### config.mk
export PLATFORM = sky130hd
export DESIGN_NAME = imm_gen_pipe_flat
export DESIGN_NICKNAME = d
export VERILOG_FILES = /design/src/rtl/imm_gen_pkg.sv /design/src/rtl/imm_gen_if.sv /design/src/rtl/imm_decode.sv /design/src/rtl/imm_gen_pipe.sv /design/src/flat_wrapper.sv
export SDC_FILE = /design/constraint.sdc
export NUM_CORES = 1
export LEC_CHECK = 0
export CAP_MARGIN = 20
export CORE_UTILIZATION = 51
export DETAILED_ROUTE_END_ITERATION = 6
export GPL_ROUTABILITY_DRIVEN = 1
export PLACE_DENSITY = 0.84
export SETUP_SLACK_MARGIN = 0.5
export SYNTH_ARGS = -nofsm -noshare
export SYNTH_HDL_FRONTEND = slang
export SYNTH_HIERARCHICAL = 1
export SYNTH_SLANG_ARGS = --single-unit
### constraint.sdc
create_clock -name clk -period 2.6 [get_ports clk]
set_clock_uncertainty 0.05 [all_clocks]
set_input_delay 0.39 -clock clk [delete_from_list [all_inputs] [get_ports clk]]
set_output_delay 0.39 -clock clk [all_outputs]
set_load 0.02 [all_outputs]
### src/rtl/imm_gen_pkg.sv
// Shared types and opcode constants for the pipelined RISC-V immediate generator.
package imm_gen_pkg;

    typedef enum logic [2:0] {
        FMT_NONE  = 3'd0,
        FMT_I     = 3'd1,
        FMT_S     = 3'd2,
        FMT_B     = 3'd3,
        FMT_U     = 3'd4,
        FMT_J     = 3'd5,
        FMT_SHAMT = 3'd6,
        FMT_CSR   = 3'd7
    } imm_fmt_e;

    typedef enum logic [1:0] {
        BUF_EMPTY = 2'd0,
        BUF_ONE   = 2'd1,
        BUF_FULL  = 2'd2
    } buf_state_e;

    localparam logic [6:0] OPC_LOAD    = 7'b0000011;
    localparam logic [6:0] OPC_OPIMM   = 7'b0010011;
    localparam logic [6:0] OPC_OPIMM32 = 7'b0011011;
    localparam logic [6:0] OPC_JALR    = 7'b1100111;
    localparam logic [6:0] OPC_STORE   = 7'b0100011;
    localparam logic [6:0] OPC_BRANCH  = 7'b1100011;
    localparam logic [6:0] OPC_LUI     = 7'b0110111;
    localparam logic [6:0] OPC_AUIPC   = 7'b0010111;
    localparam logic [6:0] OPC_JAL     = 7'b1101111;
    localparam logic [6:0] OPC_SYSTEM  = 7'b1110011;
    localparam logic [6:0] OPC_OP      = 7'b0110011;

    // slli/srli/srai (and their W forms) carry a shift amount instead of an I immediate.
    function automatic logic is_shift_funct3(input logic [2:0] funct3);
        return (funct3 == 3'b001) || (funct3 == 3'b101);
    endfunction

endpackage

### src/rtl/imm_gen_if.sv
// Valid/ready bus between decode stage producer/consumer and the immediate generator.
interface imm_gen_if
    import imm_gen_pkg::*;
#(
    parameter int XLEN  = 32,
    parameter int TAG_W = 32
) ();

    logic             flush;
    logic             in_valid;
    logic             in_ready;
    logic [31:0]      in_instr;
    logic [TAG_W-1:0] in_tag;
    logic             out_valid;
    logic             out_ready;
    logic [XLEN-1:0]  out_imm;
    imm_fmt_e         out_fmt;
    logic             out_illegal;
    logic [31:0]      out_instr;
    logic [TAG_W-1:0] out_tag;

    modport master (
        output flush, in_valid, in_instr, in_tag, out_ready,
        input  in_ready, out_valid, out_imm, out_fmt, out_illegal, out_instr, out_tag
    );

    modport slave (
        input  flush, in_valid, in_instr, in_tag, out_ready,
        output in_ready, out_valid, out_imm, out_fmt, out_illegal, out_instr, out_tag
    );

endinterface

### src/rtl/imm_decode.sv
// Combinational RV32I/RV64I immediate format decode and extraction.
// Optional IMM_GEN_ZICSR_EN adds CSR immediates (FMT_CSR) for the SYSTEM opcode.
module imm_decode
    import imm_gen_pkg::*;
#(
    parameter int XLEN = 32
) (
    input  logic [31:0]     instr,
    output logic [XLEN-1:0] imm,
    output imm_fmt_e        fmt,
    output logic            illegal
);

    localparam bit IS_RV64 = (XLEN == 64);

    logic [6:0] opcode;
    logic [2:0] funct3;
    logic [5:0] shamt;

    assign opcode = instr[6:0];
    assign funct3 = instr[14:12];

    // RV64 OP-IMM shifts use a 6-bit amount; the W forms and RV32 stay at 5 bits.
    assign shamt = (IS_RV64 && (opcode == OPC_OPIMM)) ? instr[25:20] : {1'b0, instr[24:20]};

    always_comb begin
        // NOTE: every output gets a default before the case so no path leaves it unassigned (no latch).
        fmt     = FMT_NONE;
        illegal = 1'b1;
        case (opcode)
            OPC_LOAD, OPC_JALR: begin
                fmt     = FMT_I;
                illegal = 1'b0;
            end
            OPC_OPIMM: begin
                fmt     = is_shift_funct3(funct3) ? FMT_SHAMT : FMT_I;
                illegal = 1'b0;
            end
            OPC_OPIMM32: begin
                if (IS_RV64) begin
                    fmt     = is_shift_funct3(funct3) ? FMT_SHAMT : FMT_I;
                    illegal = 1'b0;
                end
            end
            OPC_STORE: begin
                fmt     = FMT_S;
                illegal = 1'b0;
            end
            OPC_BRANCH: begin
                fmt     = FMT_B;
                illegal = 1'b0;
            end
            OPC_LUI, OPC_AUIPC: begin
                fmt     = FMT_U;
                illegal = 1'b0;
            end
            OPC_JAL: begin
                fmt     = FMT_J;
                illegal = 1'b0;
            end
            OPC_OP: begin
                illegal = 1'b0;
            end
`ifdef IMM_GEN_ZICSR_EN
            OPC_SYSTEM: begin
                // csrrwi/csrrsi/csrrci take rs1 as a 5-bit unsigned immediate.
                fmt     = (funct3[2] && (funct3[1:0] != 2'b00)) ? FMT_CSR : FMT_I;
                illegal = 1'b0;
            end
`else
            OPC_SYSTEM: begin
                fmt     = FMT_NONE;
                illegal = 1'b1;
            end
`endif
            default: begin
                fmt     = FMT_NONE;
                illegal = 1'b1;
            end
        endcase
    end

    always_comb begin
        imm = '0;
        case (fmt)
            FMT_I:     imm = XLEN'($signed(instr[31:20]));
            FMT_S:     imm = XLEN'($signed({instr[31:25], instr[11:7]}));
            FMT_B:     imm = XLEN'($signed({instr[31], instr[7], instr[30:25], instr[11:8], 1'b0}));
            FMT_U:     imm = XLEN'($signed({instr[31:12], 12'b0}));
            FMT_J:     imm = XLEN'($signed({instr[31], instr[19:12], instr[20], instr[30:21], 1'b0}));
            FMT_SHAMT: imm = XLEN'(shamt);
            FMT_CSR:   imm = XLEN'(instr[19:15]);
            default:   imm = '0;
        endcase
    end

endmodule

### src/rtl/imm_gen_pipe.sv
// Pipelined immediate generator: decode in front of a two-entry skid buffer
// with registered valid/ready on both sides and flush on branch redirect.
module imm_gen_pipe
    import imm_gen_pkg::*;
#(
    parameter int XLEN  = 32,
    parameter int TAG_W = 32
) (
    input  logic  clk,
    input  logic  rst_n,
    imm_gen_if.slave bus
);

    typedef struct packed {
        logic [XLEN-1:0]  imm;
        imm_fmt_e         fmt;
        logic             illegal;
        logic [31:0]      instr;
        logic [TAG_W-1:0] tag;
    } entry_t;

    logic [XLEN-1:0] dec_imm;
    imm_fmt_e        dec_fmt;
    logic            dec_illegal;
    entry_t          dec;

    entry_t     main_q;
    entry_t     skid_q;
    buf_state_e state;
    logic       in_ready_q;
    logic       out_valid_q;
    logic       in_fire;
    logic       out_fire;

    imm_decode #(.XLEN(XLEN)) u_decode (
        .instr   (bus.in_instr),
        .imm     (dec_imm),
        .fmt     (dec_fmt),
        .illegal (dec_illegal)
    );

    always_comb begin
        dec = '{imm: dec_imm, fmt: dec_fmt, illegal: dec_illegal,
                instr: bus.in_instr, tag: bus.in_tag};
    end

    assign in_fire  = bus.in_valid & in_ready_q;
    assign out_fire = out_valid_q & bus.out_ready;

    // NOTE: state and payload update with <= so every register samples pre-edge values.
    always_ff @(posedge clk or negedge rst_n) begin
        if (!rst_n) begin
            state       <= BUF_EMPTY;
            in_ready_q  <= 1'b1;
            out_valid_q <= 1'b0;
            // NOTE: payload registers are reset because they drive the outputs directly and need defined reset values.
            main_q      <= '0;
            skid_q      <= '0;
        end else if (bus.flush) begin
            state       <= BUF_EMPTY;
            in_ready_q  <= 1'b1;
            out_valid_q <= 1'b0;
        end else begin
            case (state)
                BUF_EMPTY: begin
                    if (in_fire) begin
                        main_q      <= dec;
                        state       <= BUF_ONE;
                        out_valid_q <= 1'b1;
                    end
                end
                BUF_ONE: begin
                    if (in_fire && !out_fire) begin
                        skid_q     <= dec;
                        state      <= BUF_FULL;
                        in_ready_q <= 1'b0;
                    end else if (in_fire) begin
                        main_q <= dec;
                    end else if (out_fire) begin
                        state       <= BUF_EMPTY;
                        out_valid_q <= 1'b0;
                    end
                end
                BUF_FULL: begin
                    // in_ready is low here, so only the drain side can move.
                    if (out_fire) begin
                        main_q     <= skid_q;
                        state      <= BUF_ONE;
                        in_ready_q <= 1'b1;
                    end
                end
                default: begin
                    state       <= BUF_EMPTY;
                    in_ready_q  <= 1'b1;
                    out_valid_q <= 1'b0;
                end
            endcase
        end
    end

    assign bus.in_ready    = in_ready_q;
    assign bus.out_valid   = out_valid_q;
    assign bus.out_imm     = main_q.imm;
    assign bus.out_fmt     = main_q.fmt;
    assign bus.out_illegal = main_q.illegal;
    assign bus.out_instr   = main_q.instr;
    assign bus.out_tag     = main_q.tag;

endmodule

### src/flat_wrapper.sv
// flat-port wrapper written by rule: the top's interface ports become plain ports
module imm_gen_pipe_flat import imm_gen_pkg::*;
#(
    parameter int XLEN  = 32,
    parameter int TAG_W = 32
)
  (clk, rst_n, bus_flush, bus_in_valid, bus_in_instr, bus_in_tag, bus_out_ready, bus_in_ready, bus_out_valid, bus_out_imm, bus_out_fmt, bus_out_illegal, bus_out_instr, bus_out_tag);
  imm_gen_if #(.XLEN(XLEN), .TAG_W(TAG_W)) bus_i ();
  input  logic clk;
  input  logic rst_n;
  input wire logic [$bits(bus_i.flush)-1:0] bus_flush;
  input wire logic [$bits(bus_i.in_valid)-1:0] bus_in_valid;
  input wire logic [$bits(bus_i.in_instr)-1:0] bus_in_instr;
  input wire logic [$bits(bus_i.in_tag)-1:0] bus_in_tag;
  input wire logic [$bits(bus_i.out_ready)-1:0] bus_out_ready;
  output wire logic [$bits(bus_i.in_ready)-1:0] bus_in_ready;
  output wire logic [$bits(bus_i.out_valid)-1:0] bus_out_valid;
  output wire logic [$bits(bus_i.out_imm)-1:0] bus_out_imm;
  output wire logic [$bits(bus_i.out_fmt)-1:0] bus_out_fmt;
  output wire logic [$bits(bus_i.out_illegal)-1:0] bus_out_illegal;
  output wire logic [$bits(bus_i.out_instr)-1:0] bus_out_instr;
  output wire logic [$bits(bus_i.out_tag)-1:0] bus_out_tag;
  assign bus_i.flush = bus_flush;
  assign bus_i.in_valid = bus_in_valid;
  assign bus_i.in_instr = bus_in_instr;
  assign bus_i.in_tag = bus_in_tag;
  assign bus_i.out_ready = bus_out_ready;
  assign bus_in_ready = bus_i.in_ready;
  assign bus_out_valid = bus_i.out_valid;
  assign bus_out_imm = bus_i.out_imm;
  assign bus_out_fmt = bus_i.out_fmt;
  assign bus_out_illegal = bus_i.out_illegal;
  assign bus_out_instr = bus_i.out_instr;
  assign bus_out_tag = bus_i.out_tag;
  imm_gen_pipe #(.XLEN(XLEN), .TAG_W(TAG_W)) u_core (.clk(clk), .rst_n(rst_n), .bus(bus_i));
endmodule
==> flow_summary_export.csv <==
group,metric,value,unit
status,run_status,"complete, but fails checks",
status,violations_in_the_final_reports,"DRC",
clock_network,cts_tree,"done",
logic_synthesis,synth_mux_area_share,23.5,%
power_and_ir_drop,power.leakage,5.92,nW
power_and_ir_drop,p_sw_share,29.3,%
timing,setup_tns_after_final_layout,0,ns
global_route,grt-ovfl-total,0,
logic_synthesis,post-synth-top-count-cell,"sky130_fd_sc_hd__nand2_1",
logic_synthesis,adder_cell_fraction_of_synth_area,0,%
place,port_buffers,170,
layout,layout.filler_cells,1316,
power_and_ir_drop,ir_drop_worst_vdd,0.577,mV
logic_synthesis,synth_top_area_share,53.1,%
clock_network,clkLatencyLatePin,0.50,ns
layout,regArea,5110,sq um
timing,least_margin_pin_slew,0.549,ns
logic_synthesis,sequential_cell_area_fraction_in_the_yosys_report,53.4,%
place,gp_routability_congestion,0.847,
worst_hold_path,min_delay_worst_type,"in2reg",
logic_synthesis,ys_dominant_reg_cell,"sky130_fd_sc_hd__dfrtp_1",
logic_synthesis,yosys-top-cells-count,"321 x sky130_fd_sc_hd__nand2_1, 203 x sky130_fd_sc_hd__dfrtp_1, 110 x sky130_fd_sc_hd__mux2_1",
global_route,grt_start_max_net_pins,102,
timing,layout_min_cycle_time,2.05,ns
clock_network,clkSlewWorstSetupHoldPaths,0.06,ns
power_and_ir_drop,seqPwrFrac,41.9,%
clock_network,number_of_sinks_handled_by_clock_tree_synthesis,204,
routing,met3RoutedLength,1.60,mm
floorplan,die-area,19300,sq um
flow_run,max-cap-violations,0,
floorplan,die_width,139,um
routing,route.final.wire_length,23.1,mm
place,post-dp-hpwl,14.5,mm
layout,finalInstanceArea,12500,sq um
logic_synthesis,synth_area_per_cell,10.8,sq um
logic_synthesis,postSynthNetCount,953,
logic_synthesis,synth-simple-area-share,16.0,%
place,dpl-instance-area,11600,sq um
timing,fmaxAchievable,488,MHz
routing,routedLengthMet1,9.84,mm
layout,diodes,0,
global_route,grt_first_pass_wirelength,37.6,mm
worst_setup_path,worst_setup_path_start_kind,"input port",
worst_setup_path,critical_path_required,2.92,ns
logic_synthesis,synth_area_leaders,"sky130_fd_sc_hd__dfrtp_1 53%, sky130_fd_sc_hd__mux2_1 13%, sky130_fd_sc_hd__nand2_1 13%, sky130_fd_sc_hd__mux2_2 11%, sky130_fd_sc_hd__buf_4 1.7%",
logic_synthesis,postSynthRegisterBits,204,
layout,areaGrowthSynthToFinish,30.7,%
routing,topRoutingLayerUsed,"met4",
logic_synthesis,netlist_instances,884,
routing,drcViolationCount,15,
layout,final_nets,1129,
floorplan,start_util,52.7,%
logic_synthesis,synth_compound_area_share,3.95,%
worst_setup_path,cp-end-kind,"flip-flop",
routing,routed_wire_length_per_instance,17.7,um
timing,max_slew_margin,63.4,%
timing,report.final.setup_viol,0,
logic_synthesis,synth_top_family_by_area,"multiplexers",
routing,wl_met2,11.4,mm
worst_setup_path,worst_ep_arrival_time,2.37,ns
logic_synthesis,synth_cell_types,44,
global_route,number_of_antenna_violations_at_the_first_check_in_global_routing,0,
routing,antenna_left,0,
power_and_ir_drop,comb_pwr_share,28.4,%
timing,timing.final.hold_violations,0,
logic_synthesis,synth-edff-count,0,
logic_synthesis,synth.yosys.warnings,6,
timing,grt_setup_unrepaired,"no",
routing,initialDrtViolationCount,447,
global_route,track_usage,24.0,%
logic_synthesis,post-synth-top-area-cell,"sky130_fd_sc_hd__dfrtp_1",
layout,multiInputGateArea,4190,sq um
power_and_ir_drop,p_switching,3.29,mW
routing,drt_first_pass_iters,7,
power_and_ir_drop,power_per_cell_area,897,nW/um^2
clock_network,tritoncts.num_buffers,23,
timing,ratio_of_final_minimum_period_to_clock_period,78.9,%
worst_setup_path,crit_path_max_fanout,9,
logic_synthesis,synth_area,9570,sq um
floorplan,ioPinCount,171,
floorplan,num_rows,49,
logic_synthesis,post_synth_xor_area_fraction,0,%
timing,maxSlewViolCount,0,
floorplan,core_area,18100,sq um
routing,dr_total_vias,7113,
routing,vias_per_cell,5.45,
power_and_ir_drop,p_clk_share,29.6,%
clock_network,depth_of_the_cts_h_tree,1,
logic_synthesis,async_flop_share,100,%
worst_setup_path,criticalPathCategory,"in2reg",
timing,hold_slack,0.365,ns
power_and_ir_drop,p_int,7.94,mW
global_route,first_global_vias,7273,
floorplan,die_h,139,um
clock_network,cts-root-buf,"sky130_fd_sc_hd__clkbuf_16",
clock_network,ctsLongestPathBuffers,3,
layout,drive_gt1_share,16.4,%
==> registers in the layout, summed over array words and instances (netlist names) <==
| signal | flops |
|---|---|
| u_core/bus.out_valid | 1 |
| u_core/bus.out_tag | 32 |
| u_core/bus.out_instr | 32 |
| u_core/state | 2 |
| u_core/bus.out_fmt | 3 |
| u_core/bus.out_illegal | 1 |
| u_core/skid_q | 100 |
| u_core/bus.out_imm | 32 |
| u_core/bus.in_ready | 1 |
==> area by class of cell <==
| type | instances | area share [%] |
|---|---|---|
| Clock buffer | 36 | 5.63 |
| Tap cell | 229 | 2.29 |
| Timing Repair Buffer | 202 | 17.0 |
| Inverter | 3 | 0.0900 |
| Sequential cell | 204 | 40.8 |
| Multi-Input combinational cell | 626 | 33.5 |
| Clock inverter | 5 | 0.670 |
==> metal layers <==
metal | track usage (%) | up-vias
met5 | 0 | -
met1 | 31.8 | 3531
met2 | 41.0 | 252
met4 | 6.37 | 0
met3 | 4.07 | 24
li1 | - | 3306
==> path summary, 6_finish.rpt <==
check | slack [ns] | end | cells past startpoint | startpoint
worst max register to register | 0.59 | u_core/skid_q[79] | 6 | u_core/state[0]
max in group asynchronous | 1.37 | u_core/bus.out_imm[19] | 3 | rst_n
worst min register to register | 0.43 | u_core/bus.out_tag[3] | 1 | u_core/bus.out_tag[3]
worst max-delay path | 0.55 | u_core/bus.out_imm[18] | 10 | bus_in_instr[3]
worst min-delay path | 0.36 | u_core/skid_q[38] | 2 | bus_in_instr[6]
min in group asynchronous | 0.39 | u_core/bus.out_tag[27] | 2 | rst_n
==> cell usage in the layout (no fill, tap or decap), types with 7 or more instances in the layout <==
master	Yosys	final
sky130_fd_sc_hd__mux2_1	110	110
sky130_fd_sc_hd__nand2_1	321	321
sky130_fd_sc_hd__a21oi_1	10	10
sky130_fd_sc_hd__mux2_2	90	90
sky130_fd_sc_hd__and2_1	7	7
sky130_fd_sc_hd__buf_12	0	11
sky130_fd_sc_hd__a21o_1	8	8
sky130_fd_sc_hd__clkdlybuf4s50_1	0	164
sky130_fd_sc_hd__clkbuf_8	0	9
sky130_fd_sc_hd__nor2_1	10	10
sky130_fd_sc_hd__dfrtp_1	203	202
sky130_fd_sc_hd__buf_4	22	16
sky130_fd_sc_hd__o21ai_0	17	16
sky130_fd_sc_hd__clkbuf_16	0	24
==> cells by family after synthesis <==
logic type	after synthesis
simple gates	372
flops	204
mux	200
compound gates	54
buf+inv	54
==> timing repair <==
action	4_1_cts	5_1_grt
setup buffers	0	3
endpoints found under the setup margin	6	115
hold buffers	1	0
pin swaps	0	2
hold endpoints to repair	54	0
gates cloned	0	2
resized for setup	4	13
==> power groups by stage <==
stage | logic, mW | registers, mW | clock network [mW]
4_1_cts | 3.21 | 4.71 | 3.39
5_1_grt | 3.40 | 4.84 | 3.53
3_3_place_gp | 3.10 | 4.69 | 0
3_5_place_dp | 3.19 | 4.75 | 0
6_report | 3.19 | 4.71 | 3.33
2_1_floorplan | 1.21 | 5.21 | 0
==> stage by stage <==
stage               cells  util, %  setup slack (ns)  total power, mW
global placement     1258     64.0            0.0591             7.79
CTS                  1300     68.4             0.502             11.3
floorplan             884        -             0.612             6.41
global route         1305     68.9             0.495             11.8
finish               1305     68.9             0.549             11.2
detailed placement   1258     64.0           -0.0218             7.94
==> critical path, cell delays in order <==
cell                              delay (ns)
sky130_fd_sc_hd__clkdlybuf4s50_1        0.42
sky130_fd_sc_hd__buf_6                  0.15
sky130_fd_sc_hd__or3b_4                 0.40
sky130_fd_sc_hd__a21oi_4                0.18
sky130_fd_sc_hd__a2111oi_4              0.05
sky130_fd_sc_hd__buf_4                  0.17
sky130_fd_sc_hd__a21o_1                 0.17
sky130_fd_sc_hd__nand2_1                0.06
sky130_fd_sc_hd__nand2_1                0.07
sky130_fd_sc_hd__mux2_1                 0.31
Power figures use the tool's default switching activity.
